### config.mk
export PLATFORM = sky130hd
export DESIGN_NAME = hazard_stall_ctrl
export DESIGN_NICKNAME = d
export VERILOG_FILES = /design/src/rtl/mips_pkg.sv /design/src/rtl/instr_field_decode.sv /design/src/rtl/hazard_stall_ctrl.sv
export SDC_FILE = /design/constraint.sdc
export NUM_CORES = 1
export LEC_CHECK = 0
export BUFFER_PORTS_ARGS = -buffer_cell sky130_fd_sc_hd__buf_2
export CAP_MARGIN = 20
export CORE_UTILIZATION = 25
export CTS_CLUSTER_SIZE = 25
export DETAILED_ROUTE_END_ITERATION = 8
export GPL_TIMING_DRIVEN = 0
export SLEW_MARGIN = 5
export SYNTH_ARGS = -nofsm -noshare
export SYNTH_HDL_FRONTEND = slang
export SYNTH_HIERARCHICAL = 1
export SYNTH_SLANG_ARGS = --single-unit
### constraint.sdc
create_clock -name clk -period 4 [get_ports clk]
set_input_delay 0.8 -clock clk [delete_from_list [all_inputs] [get_ports clk]]
set_output_delay 0.8 -clock clk [all_outputs]
set_load 0.005 [all_outputs]
### src/rtl/mips_pkg.sv
// Shared MIPS encoding constants: opcode/funct values and instruction field
// bit positions, plus the pipeline control modes driven by the hazard unit.
package mips_pkg;

  localparam int OP_MSB    = 31;
  localparam int OP_LSB    = 26;
  localparam int RS_MSB    = 25;
  localparam int RS_LSB    = 21;
  localparam int RT_MSB    = 20;
  localparam int RT_LSB    = 16;
  localparam int FUNCT_MSB = 5;
  localparam int FUNCT_LSB = 0;

  localparam logic [5:0] OP_RTYPE = 6'b000000;
  localparam logic [5:0] OP_LW    = 6'b100011;

  localparam logic [5:0] FN_MULT  = 6'b011000;
  localparam logic [5:0] FN_MULTU = 6'b011001;
  localparam logic [5:0] FN_DIV   = 6'b011010;
  localparam logic [5:0] FN_DIVU  = 6'b011011;
  localparam logic [5:0] FN_MFHI  = 6'b010000;
  localparam logic [5:0] FN_MFLO  = 6'b010010;

  typedef enum logic [1:0] {
    CTRL_RUN,
    CTRL_STALL,
    CTRL_FLUSH
  } ctrl_mode_e;

endpackage

### src/rtl/instr_field_decode.sv
// Combinational field extraction and instruction-class decode for the word in
// IF/ID; shared by the hazard unit and the ID control unit.
module instr_field_decode
  import mips_pkg::*;
(
  input  logic [31:0] instr,
  output logic [4:0]  rs,
  output logic [4:0]  rt,
  output logic        is_load,
  output logic        is_muldiv,
  output logic        is_hilo_use
);

  logic [5:0] op;
  logic [5:0] funct;

  assign op    = instr[OP_MSB:OP_LSB];
  assign funct = instr[FUNCT_MSB:FUNCT_LSB];
  assign rs    = instr[RS_MSB:RS_LSB];
  assign rt    = instr[RT_MSB:RT_LSB];

  always_comb begin
    // NOTE: every output gets a default first so no path leaves one unassigned (no latch).
    is_muldiv = 1'b0;
    is_hilo_use = 1'b0;
    if (op == OP_RTYPE) begin
      unique case (funct)
        FN_MULT, FN_MULTU, FN_DIV, FN_DIVU: is_muldiv = 1'b1;
        FN_MFHI, FN_MFLO:                   is_hilo_use = 1'b1;
        default: ;
      endcase
    end
    is_hilo_use = is_hilo_use | is_muldiv;
  end

  assign is_load = (op == OP_LW);

endmodule

### src/rtl/hazard_stall_ctrl.sv
// Load-use and HI/LO interlock for the 5-stage MIPS pipeline: holds IF/ID and
// the PC, bubbles ID/EX, and flushes IF/ID on a taken branch resolved in EX.
module hazard_stall_ctrl
  import mips_pkg::*;
#(
  parameter int MULDIV_LAT = 4,
  parameter int CNT_W      = 16
) (
  input  logic             clk,
  input  logic             reset,
  input  logic [31:0]      instr_id,
  input  logic             branch_taken_ex,
  output logic             if_id_enable,
  output logic             pc_enable,
  output logic             id_ex_bubble,
  output logic             if_id_flush,
  output logic             md_busy,
  output logic [CNT_W-1:0] stall_cycles
);

  localparam int MD_W = $clog2(MULDIV_LAT + 1);
  localparam logic [MD_W-1:0] MD_LOAD = MD_W'(MULDIV_LAT);

  logic [4:0]      rs, rt;
  logic            is_load, is_muldiv, is_hilo_use;
  logic            ex_load_valid;
  logic [4:0]      ex_load_dst;
  logic [MD_W-1:0] md_cnt;
  logic            load_hazard, md_hazard;
  ctrl_mode_e      mode;
  logic            issue;

  instr_field_decode u_decode (
    .instr       (instr_id),
    .rs          (rs),
    .rt          (rt),
    .is_load     (is_load),
    .is_muldiv   (is_muldiv),
    .is_hilo_use (is_hilo_use)
  );

  // rs and rt are both compared regardless of opcode; the odd extra stall is accepted.
  assign load_hazard = ex_load_valid && (ex_load_dst != 5'd0) &&
                       ((rs == ex_load_dst) || (rt == ex_load_dst));
  assign md_hazard   = (md_cnt != '0) && is_hilo_use;
  assign md_busy     = (md_cnt != '0);

  always_comb begin
    mode = CTRL_RUN;
    if (branch_taken_ex)                mode = CTRL_FLUSH;
    else if (load_hazard || md_hazard)  mode = CTRL_STALL;
  end

  assign issue = (mode == CTRL_RUN);

  // While reset is asserted the pipeline is forced to run, whatever is in EX.
  always_comb begin
    if_id_enable = 1'b1;
    pc_enable    = 1'b1;
    id_ex_bubble = 1'b0;
    if_id_flush  = 1'b0;
    if (!reset) begin
      unique case (mode)
        CTRL_FLUSH: begin
          id_ex_bubble = 1'b1;
          if_id_flush  = 1'b1;
        end
        CTRL_STALL: begin
          if_id_enable = 1'b0;
          pc_enable    = 1'b0;
          id_ex_bubble = 1'b1;
        end
        default: ;
      endcase
    end
  end

  // NOTE: sequential state uses non-blocking assignments so every register samples pre-edge values.
  always_ff @(posedge clk or posedge reset) begin
    if (reset) begin
      ex_load_valid <= 1'b0;
      ex_load_dst   <= 5'd0;
      md_cnt        <= '0;
      stall_cycles  <= '0;
    end else begin
      ex_load_valid <= issue && is_load;
      ex_load_dst   <= rt;
      // A flushed mult/div never issues; an older one keeps counting down.
      if (issue && is_muldiv)  md_cnt <= MD_LOAD;
      else if (md_cnt != '0)   md_cnt <= md_cnt - 1'b1;
      if ((mode == CTRL_STALL) && (stall_cycles != '1))
        stall_cycles <= stall_cycles + 1'b1;
    end
  end

endmodule

==> metrics <==
Post-CTS Hold Buffers=0; synth warn=6; Synth top area share=0.425; # Post-CTS Setup Buffers=0; Worst setup EP type=primary output; Slew @ Worst Pin=0.445 ns; # clock sinks=25; final period utilization=0.788; Die H=78.7 um; DRT iter0 DRCs=41; starting density of the core=0.264; Die Wd=78.7 um; post-layout instance area=1800 um2; final hold vios=0; syn_nets=183; ys flop type=dfrtp_1; number of nets in the layout=222; Clock Latency Late Sink=0.27 ns; number of synthesized register bits=25; final setup fails=0; top cell type by total area after synthesis=dfrtp_1; Synth cell types=40; total CTS buffers=3; GPL Wtd Cong=0.697; placed cell area=1730 um2; IO Port Bufs=33; leakage=0.889 nW; Rel. slew slack=0.703; WL final=3.04 mm; dominant cell by count in the synthesized netlist=dfrtp_1; fillers=604; Arr. time, crit path=2.35 ns; Sum Neg Setup Slack=0 ns; DR vias/cell=4.47; TritonRoute pass-1 iters=4; power per cell area=312 nW/um2; Die Area=6200 um2; area taken by multi-input logic gates=718 um2; largest net degree at the start of global routing=26; ANT nets after route=0; syn_area_per_cell=10.1 um2; clk slew on worst S/H paths=0.09 ns; DR DRC count=0; Hold WC Path Type=in -> async; Req. time, crit path=3.20 ns; worst vdd ir=0.161 mV; Synth area leaders=dfrtp_1 (43%), xor2_1 (11%), buf_4 (5.6%), nor2_1 (3.6%), nor3_2 (2.7%); post-layout util=0.323; CTS tree=built; top-level I/O count=56; Async S/R FF share, synth=1.00; drt wl/cell=11.9 um; share of layout cells above drive strength 1=0.339; HPWL Detailed=2.29 mm; GRT overflow=0; initial antenna violation count=0; Total GRT Usage=0.103; H-tree levels=1; Max Slew Vio Count=0; Post-CTS Resized=0; Cell Rows=27; root buffer cell=clkbuf_8; synthesized instance count=145; Worst Skew=0.00408 ns; number of diodes=0; final worst path period need=3.15 ns; Max Cap Violations=0; clk buf depth=2; via count=1140; synthesis-to-finish area growth=22.3%; sequential-to-total area share from yosys stat=0.425; first-pass GRT wire length=4.96 mm; Register Area=626 um2; CP Class=in -> out; vias in the first global route=1053; outcome=complete, no violations; Worst Path Max Fanout=10; leading cell types by count after synthesis=dfrtp_1 (25), xor2_1 (19), nor2_1 (14); Startpoint Class=primary input; core area=5570 um2; unrepaired setup endpoints after global routing=false; Max Fclk=317 MHz; number of flops mapped to enable cells by yosys=0; cell area after synthesis=1470 um2
stage by stage:
stage,total power [mW],hold WS [ns],cells,worst slack [ns]
after global routing,0.601,0.470,255,0.685
after detailed placement,0.415,0.489,250,0.810
after floorplan,0.381,0.481,145,1.25
after CTS,0.569,0.505,254,0.809
final,0.561,0.474,255,0.849
after global placement,0.410,0.478,250,0.823
routing by layer:
layer  track usage  share of wire  wire (um)  vias up
met3        0.0287          0.045        136        2
li1              -              -          -      567
met2         0.168           0.49       1500       22
met5             0              0          0        -
met4        0.0278         0.0043         13        0
met1         0.134           0.46       1390      549
path summary, 6_finish.rpt:
kind | startpoint | to | slack (ns) | cells after the start
min in group clk | stall_cycles[5]$_DFFE_PP0P_ | stall_cycles[5]$_DFFE_PP0P_ | 0.49 | 1
setup / recovery | instr_id[30] | pc_enable | 0.85 | 9
setup reg to reg | ex_load_dst[1]$_DFF_PP0_ | stall_cycles[1]$_DFFE_PP0P_ | 1.80 | 6
hold reg to reg | stall_cycles[5]$_DFFE_PP0P_ | stall_cycles[5]$_DFFE_PP0P_ | 0.49 | 1
max in group asynchronous | reset | stall_cycles[5]$_DFFE_PP0P_ | 3.14 | 3
hold / removal | reset | md_cnt[2]$_DFFE_PP0P_ | 0.47 | 2
area by class of cell:
cell class / count / share of cell area
multi-input combinational: 101 / 0.399
sequential: 25 / 0.348
timing repair buffer: 34 / 0.107
buffer: 14 / 0.0605
tap: 72 / 0.0501
clock buffer: 4 / 0.0250
inverter: 5 / 0.0104
cells in the final DEF, fill, tap and decap left out, types with 2 or more instances in the layout:
master / synthesis / routed
buf_2: 0 / 33
dfrtp_1: 25 / 25
xor2_1: 19 / 19
nor2_1: 14 / 14
buf_4: 11 / 11
nand2_1: 8 / 8
nand3_1: 7 / 7
nor3_1: 5 / 5
inv_1: 5 / 5
nand2b_1: 4 / 4
nand4_1: 4 / 4
xnor2_1: 4 / 4
nor3_2: 4 / 4
and3_1: 3 / 3
nor2b_1: 3 / 3
ha_1: 3 / 3
clkbuf_8: 0 / 3
buf_6: 2 / 2
clkbuf_1: 1 / 2
power by group:
part / leakage [nW] / switching, mW / internal (mW)
sequential: 0.330 / 0.0135 / 0.274
clock: 0.0228 / 0.0781 / 0.0712
combinational: 0.537 / 0.0599 / 0.0636
cell families after synthesis:
family | count (synthesis) | share of synthesized area
AND/OR/NAND/NOR | 60 | 0.232
flip-flops | 25 | 0.425
XOR/XNOR | 23 | 0.137
buffers and inverters | 19 | 0.0867
AO/OA/AOI/OAI | 12 | 0.0714
multiplexers | 3 | 0.0221
adder cells (fa/ha/maj) | 3 | 0.0255
registers in the layout, summed over array words and instances (netlist names):
signal	cells
ex_load_valid	1
ex_load_dst	5
md_cnt	3
stall_cycles	16
worst max-delay path, cell delays in order:
cell and delay [ns]:
buf_2 0.10, nor3_2 0.18, nand2_1 0.10, a2111oi_2 0.42, nand2_1 0.15, o21ai_2 0.21, nand2_1 0.12, buf_4 0.15
buf_2 0.11
No activity file was read; power rests on OpenSTA's default activity.
